### config.mk
export PLATFORM = sky130hd
export DESIGN_NAME = apb_master_bridge
export DESIGN_NICKNAME = d
export VERILOG_FILES = /design/src/rtl/apb_master_bridge.sv
export SDC_FILE = /design/constraint.sdc
export NUM_CORES = 1
export LEC_CHECK = 0
export BUFFER_PORTS_ARGS = -buffer_cell sky130_fd_sc_hd__clkbuf_2
export CAP_MARGIN = 20
export CORE_ASPECT_RATIO = 1.4
export CORE_UTILIZATION = 45
export DETAILED_ROUTE_END_ITERATION = 16
export PLACE_DENSITY = 0.88
export SETUP_SLACK_MARGIN = 0.4
export SLEW_MARGIN = 20
export SYNTH_ARGS = -nofsm -noshare
export SYNTH_HDL_FRONTEND = slang
export SYNTH_SLANG_ARGS = --single-unit
### constraint.sdc
create_clock -name clk -period 3 [get_ports clk]
set_clock_uncertainty 0.2 [all_clocks]
set_input_delay 0.15 -clock clk [delete_from_list [all_inputs] [get_ports clk]]
set_output_delay 0.15 -clock clk [all_outputs]
set_load 0.005 [all_outputs]
### src/rtl/apb_master_bridge.sv
// APB requester bridging a valid/ready command/response port onto the shared GPIO/UART bus.
// Runs one SETUP/ACCESS sequence per command, with an ACCESS timeout for hung completers.
module apb_master_bridge #(
  parameter int unsigned TIMEOUT_CYC = 255,
  parameter logic [3:0]  GPIO_REGION = 4'h1,
  parameter logic [3:0]  UART_REGION = 4'h2
) (
  input  logic        clk,
  input  logic        rst,
  input  logic        cmd_valid,
  output logic        cmd_ready,
  input  logic        cmd_wr,
  input  logic [31:0] cmd_addr,
  input  logic [31:0] cmd_wdata,
  output logic        rsp_valid,
  input  logic        rsp_ready,
  output logic [31:0] rsp_rdata,
  output logic        rsp_err,
  output logic [31:0] pAdd,
  output logic [31:0] pwData,
  output logic [1:0]  psel,
  output logic        pen,
  output logic        pwr,
  input  logic [31:0] prdata,
  input  logic        pready
);

  typedef enum logic [1:0] {
    S_IDLE,
    S_SETUP,
    S_ACCESS,
    S_RESP
  } state_e;

  // Counter value on the last ACCESS cycle allowed before the transfer is abandoned.
  localparam logic [7:0] TO_LAST = 8'(TIMEOUT_CYC - 1);

  state_e      state_q;
  logic        cmd_ready_q;
  logic [31:0] padd_q;
  logic [31:0] pwdata_q;
  logic [1:0]  psel_q;
  logic        pen_q;
  logic        pwr_q;
  logic        rsp_valid_q;
  logic [31:0] rsp_rdata_q;
  logic        rsp_err_q;
  logic [7:0]  cnt_q;
  logic [7:0]  cnt_d;
  logic [1:0]  sel_d;

  assign cnt_d = cnt_q + 8'd1;

  always_comb begin
    sel_d = 2'b00;
    if (cmd_addr[31:28] == GPIO_REGION)      sel_d = 2'b01;
    else if (cmd_addr[31:28] == UART_REGION) sel_d = 2'b10;
  end

  // NOTE: sequential state uses non-blocking assignments only, so every register
  // samples the values from before the edge regardless of statement order.
  always_ff @(posedge clk) begin
    if (rst) begin
      state_q     <= S_IDLE;
      cmd_ready_q <= 1'b1;
      padd_q      <= '0;
      pwdata_q    <= '0;
      psel_q      <= 2'b00;
      pen_q       <= 1'b0;
      pwr_q       <= 1'b0;
      rsp_valid_q <= 1'b0;
      rsp_rdata_q <= '0;
      rsp_err_q   <= 1'b0;
      cnt_q       <= '0;
    end else begin
      case (state_q)
        S_IDLE: begin
          if (cmd_valid) begin
            padd_q      <= cmd_addr;
            pwdata_q    <= cmd_wdata;
            pwr_q       <= cmd_wr;
            cmd_ready_q <= 1'b0;
            if (sel_d != 2'b00) begin
              psel_q  <= sel_d;
              state_q <= S_SETUP;
            end else begin
              // Unmapped address: answer with an error and leave the bus idle.
              rsp_valid_q <= 1'b1;
              rsp_err_q   <= 1'b1;
              rsp_rdata_q <= '0;
              state_q     <= S_RESP;
            end
          end
        end
        S_SETUP: begin
          pen_q   <= 1'b1;
          state_q <= S_ACCESS;
        end
        S_ACCESS: begin
          if (pready) begin
            psel_q      <= 2'b00;
            pen_q       <= 1'b0;
            rsp_rdata_q <= pwr_q ? 32'h0 : prdata;
            rsp_err_q   <= 1'b0;
            rsp_valid_q <= 1'b1;
            state_q     <= S_RESP;
          end else begin
            cnt_q <= cnt_d;
            if (cnt_q == TO_LAST) begin
              psel_q      <= 2'b00;
              pen_q       <= 1'b0;
              rsp_rdata_q <= '0;
              rsp_err_q   <= 1'b1;
              rsp_valid_q <= 1'b1;
              state_q     <= S_RESP;
            end
          end
        end
        S_RESP: begin
          if (rsp_ready) begin
            rsp_valid_q <= 1'b0;
            cnt_q       <= '0;
            cmd_ready_q <= 1'b1;
            state_q     <= S_IDLE;
          end
        end
        default: state_q <= S_IDLE;
      endcase
    end
  end

  assign cmd_ready = cmd_ready_q;
  assign pAdd      = padd_q;
  assign pwData    = pwdata_q;
  assign psel      = psel_q;
  assign pen       = pen_q;
  assign pwr       = pwr_q;
  assign rsp_valid = rsp_valid_q;
  assign rsp_rdata = rsp_rdata_q;
  assign rsp_err   = rsp_err_q;

endmodule

==> impl_metrics.csv, run 1 <==
group,metric,value,unit
global_route,grtUsageTotal,27.9,%
detailed_routing,num_vias,4833,
detailed_routing,viasPerCell,5.01,
timing,max_slew_margin,55.4,%
worst_setup_path,worstSetupPathType,"reg2reg",
worst_setup_path,critPathSlowestCell,"nand3_4",
global_route,grt_overflow_total,0,
worst_setup_path,rr_endpoint,"rsp_err$_SDFFE_PP0P_",
global_route,antenna_found_initial,1,
synthesis,synth_top_flop_cell,"dfxtp_1",
worst_setup_path,critPathTopFamily,"simple AND/OR/NAND/NOR gates",
die,fp.dieW,86.2,um
place,place_area,5560,um^2
die,ios,205,
synthesis,synth_edf_count,0,
synthesis,synth_seq_cells,113,
clock_tree,clk-insertion-delay-late,400,ps
synthesis,syn_area,4470,um^2
clock_tree,clock_path_buffers,2,
detailed_routing,drtPass1Iterations,4,
detailed_routing,drt-initial-drc-count,229,
synthesis,syn-num-nets,634,
synthesis,synthArstFlopShare,0,%
timing,max_freq,0.431,GHz
global_route,grt_pass1_wl,22400,um
clock_tree,postCtsSetupBuffers,0,
timing,timing.final.crit_period,2320,ps
detailed_routing,drc,0,
detailed_routing,drt-total-wl,14200,um
power,p_leak,3.24,nW
synthesis,avgSynthCellArea,8.50,um^2
die,die-area,10300,um^2
place,portBuffers,204,
detailed_routing,final_antenna_net_count,0,
die,core_area,9560,um^2
timing,fin_crit_sh,77.3,%
worst_setup_path,arrival,2410,ps
synthesis,yosysWarnings,0,
clock_tree,clk_pin_slew_worst_paths,50,ps
worst_setup_path,worst-path-max-fanout,33,
worst_setup_path,cp_cell_sequence,"inv_1, ha_1, nand2b_1, nand2_1, nand3_4, a221oi_1",
global_route,grt_max_degree,74,
clock_tree,cts_tree,"built",
detailed_routing,wire_per_inst,14.8,um
power,ir_worst_vdd,472,uV
outcome,status,"completed",
final_layout,utilization,74.0,%
place,gp_congestion,0.808,
clock_tree,clkSinkCount,113,
timing,tns,0,ps
worst_setup_path,reg2reg_from,"state_q[0]$_SDFFE_PP0P_",
synthesis,ys_seq_area_share,50.6,%
worst_setup_path,cpPeakStageDelay,470,ps
worst_setup_path,cp.required,3090,ps
worst_setup_path,r2r_slack,680,ps
final_layout,fin_nets,927,
worst_setup_path,crit_end,"rsp_err$_SDFFE_PP0P_",
timing,tightest_slew,669,ps
final_layout,fin_area,7080,um^2
run,drv_cap,0,
timing,hold_viol_final,0,
die,rows,42,
final_layout,drive_gt1_share,29.6,%
worst_setup_path,crit_buf_inv,1,
place,hpwl,7860,um
worst_hold_path,hold_path.class,"in2reg",
timing,slew_violations,0,
worst_setup_path,crit_path_end_kind,"register",
clock_tree,h-tree-depth,4,
clock_tree,root_buffer,"clkbuf_16",
power,power_density,722,nW/um^2
die,die_y,120,um
worst_setup_path,startpoint_type,"register",
final_layout,syn_to_final_growth,58.4,%
global_route,first_global_vias,4899,
synthesis,netlist-cell-type-count,36,
worst_setup_path,cp_num_cells,6,
clock_tree,ctsResizeCount,0,
clock_tree,numCtsBuffers,17,
timing,setup_violations,0,
synthesis,synthCells,526,
worst_setup_path,r2r_cells,6,
worst_setup_path,crit_start,"state_q[0]$_SDFFE_PP0P_",
timing,rsz0062_at_grt,"false",
die,start_util,46.7,%
cells in the mapped netlist (5+ instances only):
library cell  count  share of area, %
nand2b_1         39               5.5
nand2_1         168                14
inv_1             5              0.42
mux2i_1          36               8.1
nor2_1           15               1.3
ha_1              6               1.7
dfxtp_1         113                51
a21oi_1          67               7.5
clkbuf_1         24               2.0
cell families after synthesis:
logic type	synth area share, %
simple gates	24.2
flops	50.6
compound gates	9.74
buf+inv	3.89
mux	8.31
xor+xnor	1.57
fa+ha+maj	1.68
power by group:
group | internal, mW | switching, mW
Combinational | 0.634 | 0.811
Sequential | 1.72 | 0.128
Clock | 1.14 | 0.672
worst register-to-register path: cells and delay by family, from the launching register on:
| kind | cells | cell delay [ps] |
|---|---|---|
| compound gates | 1 | 440 |
| fa+ha+maj | 1 | 370 |
| buf+inv | 1 | 120 |
| flops | 1 | 310 |
| simple gates | 3 | 780 |
registers in the layout (all words and copies together), names as in the netlist:
name,count
cmd_ready,1
state_q,2
psel,2
rsp_valid,1
cnt_q,8
pwr,1
pen,1
rsp_rdata,32
rsp_err,1
pAdd,32
pwData,32
worst min path at each step:
| stage | slack [ps] | to | from | depth (start not counted) |
|---|---|---|---|---|
| finish | 70 | state_q[0]$_SDFFE_PP0P_ | cmd_valid | 4 |
| detailed placement | 180 | pAdd[0]$_SDFFE_PP0P_ | cmd_addr[0] | 3 |
| global placement | 170 | pwData[23]$_SDFFE_PP0P_ | cmd_wdata[23] | 3 |
| global route | 90 | state_q[0]$_SDFFE_PP0P_ | rsp_ready | 4 |
| floorplan | 90 | pAdd[0]$_SDFFE_PP0P_ | cmd_addr[0] | 2 |
| CTS | 50 | state_q[0]$_SDFFE_PP0P_ | cmd_valid | 4 |
cell type report:
| cell class | count | area, um^2 |
|---|---|---|
| Clock inverter | 11 | 91.3 |
| Antenna cell | 1 | 2.50 |
| Fill cell | 651 | 2480 |
| Tap cell | 132 | 165 |
| Multi-Input combinational cell | 374 | 2040 |
| Sequential cell | 113 | 2260 |
| Inverter | 5 | 18.8 |
| Clock buffer | 20 | 447 |
| Timing Repair Buffer | 308 | 2050 |
stage by stage:
step / setup slack (ps) / power (mW) / cells / hold slack (ps)
2_1_floorplan: 1170 / 2.76 / 526 / 86.0
3_3_place_gp: 772 / 3.15 / 834 / 173
3_5_place_dp: 680 / 3.18 / 834 / 179
4_1_cts: 669 / 5.09 / 963 / 50.0
5_1_grt: 496 / 5.37 / 964 / 85.8
6_report: 682 / 5.11 / 964 / 69.5
repair_timing:
action	4_1_cts	5_1_grt
endpoints found under the setup margin	0	0
hold endpoints to repair	100	0
hold buffers	98	0
metal layers:
metal	global-route usage (%)	up-vias	wire length, um
met3	9.08	55	862
met5	0	-	0
met1	26.8	2254	5160
li1	-	2312	-
met2	51.0	212	7580
met4	15.7	0	631
cells in the final DEF, fill, tap and decap left out, types with 3 or more instances in the layout:
cell / Yosys / routed
clkbuf_2: 0 / 203
nand2_1: 168 / 167
dfxtp_1: 113 / 113
dlygate4sd3_1: 0 / 98
a21oi_1: 67 / 67
nand2b_1: 39 / 39
mux2i_1: 36 / 36
clkbuf_16: 0 / 17
nor2_1: 15 / 15
buf_4: 0 / 7
ha_1: 6 / 6
clkinv_2: 0 / 6
inv_1: 5 / 5
xor2_1: 4 / 4
nand3_1: 4 / 4
xnor2_1: 4 / 4
nand4_1: 3 / 3
nor4_1: 3 / 3
clkinvlp_4: 0 / 3
Power figures use the tool's default switching activity.
==> run 2, diff against run 1 <==
clock period = 2.32 ns   (was 3 ns; I/O delays follow)
==> impl_metrics.csv, run 2 (synthesized netlist as in run 1, its figures left out) <==
group,metric,value,unit
global_route,grtUsageTotal,28.5,%
clock_tree,h-tree-depth,4,
timing,setup_violations,0,
timing,worst_slack,441,ps
die,start_util,46.7,%
outcome,status,"completed",
timing,slew_violations,0,
die,ios,205,
worst_setup_path,cpPeakStageDelay,400,ps
die,die-area,10300,um^2
worst_setup_path,cp_num_cells,6,
clock_tree,clk-insertion-delay-late,400,ps
timing,hold_viol_final,0,
detailed_routing,final_antenna_net_count,0,
global_route,grt_pass1_wl,22700,um
power,power_density,976,nW/um^2
worst_setup_path,worstSetupPathType,"reg2reg",
worst_setup_path,cp.required,2430,ps
final_layout,layout_commonest_cell,"clkbuf_2",
timing,rsz0062_at_grt,"true",
clock_tree,numCtsBuffers,17,
clock_tree,clkSinkCount,113,
clock_tree,clock_path_buffers,2,
die,rows,42,
detailed_routing,viasPerCell,4.95,
die,die_y,120,um
timing,max_slew_margin,49.5,%
worst_setup_path,critPathSlowestCell,"dfxtp_1",
timing,max_freq,0.532,GHz
detailed_routing,drt-total-wl,14800,um
final_layout,fin_nets,931,
timing,timing.final.crit_period,1880,ps
final_layout,layout_common_cells,"clkbuf_2, nand2_1, dfxtp_1, dlygate4sd3_1, a21oi_1",
power,finalPower,7.10,mW
clock_tree,clk_pin_slew_worst_paths,50,ps
global_route,grt_max_degree,82,
worst_setup_path,startpoint_type,"register",
place,pre_cts_ws,302,ps
detailed_routing,drt-initial-drc-count,227,
power,ir_worst_vdd,632,uV
detailed_routing,num_vias,4791,
detailed_routing,wire_per_inst,15.3,um
final_layout,utilization,76.0,%
final_layout,syn_to_final_growth,62.6,%
worst_setup_path,critPathTopFamily,"flip-flops",
worst_setup_path,cp_cell_sequence,"inv_1, ha_1, a41o_2, nand3_4, buf_12, mux2i_2",
die,fp.dieW,86.2,um
global_route,grt_overflow_total,0,
run,drv_cap,0,
die,core_area,9560,um^2
timing,tightest_slew,757,ps
detailed_routing,drc,0,
worst_setup_path,worst-path-max-fanout,17,
clock_tree,postCtsSetupBuffers,0,
clock_tree,cts_tree,"built",
final_layout,drive_gt1_share,30.9,%
global_route,antenna_found_initial,1,
detailed_routing,drtPass1Iterations,5,
global_route,first_global_vias,4852,
place,hpwl,7770,um
clock_tree,root_buffer,"clkbuf_16",
worst_setup_path,r2r_cells,6,
place,gp_congestion,0.839,
worst_hold_path,min_path_cells,5,
worst_setup_path,arrival,1990,ps
power,p_leak,3.31,nW
timing,fin_crit_sh,81.0,%
worst_setup_path,crit_buf_inv,2,
timing,tns,0,ps
place,portBuffers,204,
worst_hold_path,hold_path.class,"in2reg",
worst_setup_path,crit_path_end_kind,"register",
[run 2: final cells by class]
cell class,instances,area (um^2)
Antenna cell,1,2.50
Clock buffer,20,457
Clock inverter,10,136
Fill cell,644,2300
Inverter,5,18.8
Multi-Input combinational cell,374,2080
Sequential cell,113,2270
Tap cell,132,165
Timing Repair Buffer,312,2140
[run 2: metal layers]
metal / share of wire (%) / track usage [%] / vias to the layer above
met3: 5.8 / 9.01 / 45
met5: 0 / 0 / -
met4: 3.4 / 14.1 / 0
met1: 37 / 27.8 / 2236
li1: - / - / 2309
met2: 54 / 52.8 / 201
[run 2: worst paths after layout]
kind / startpoint / endpoint / slack [ps]
worst min register to register: pwData[29]$_SDFFE_PP0P_ / pwData[29]$_SDFFE_PP0P_ / 250
worst max-delay path: cnt_q[0]$_SDFFE_PP0P_ / rsp_rdata[19]$_SDFFE_PP0P_ / 440
worst max register to register: cnt_q[0]$_SDFFE_PP0P_ / rsp_rdata[19]$_SDFFE_PP0P_ / 440
worst min-delay path: rsp_ready / cmd_ready$_SDFFE_PP1P_ / 50
[run 2: what timing repair did]
item                                    CTS  global route
pin swaps                                 0             0
gates resized for setup                   2            10
cloned                                    0             2
endpoints found under the hold margin   100             0
endpoints found under the setup margin   34            76
hold buffers                             98             0
[run 2: stage by stage]
step,cell area [um^2],hold WS [ps],instances
4_1_cts,7190,27.9,964
3_3_place_gp,5610,138,836
6_report,7270,49.4,967
3_5_place_dp,5610,145,836
5_1_grt,7270,82.6,967
2_1_floorplan,4470,52.0,526
[run 2: tightest hold or removal path, stage by stage]
cell	delay [ps]
clkbuf_2	110
nand2_1	100
nor2_1	80
o22ai_1	120
nand2b_1	60
[run 2: report_power, final]
group / switching, mW / total, mW / leakage (nW) / internal (mW)
clock: 0.874 / 2.60 / 0.284 / 1.73
sequential: 0.166 / 2.40 / 0.922 / 2.23
combinational: 1.14 / 2.10 / 2.10 / 0.963
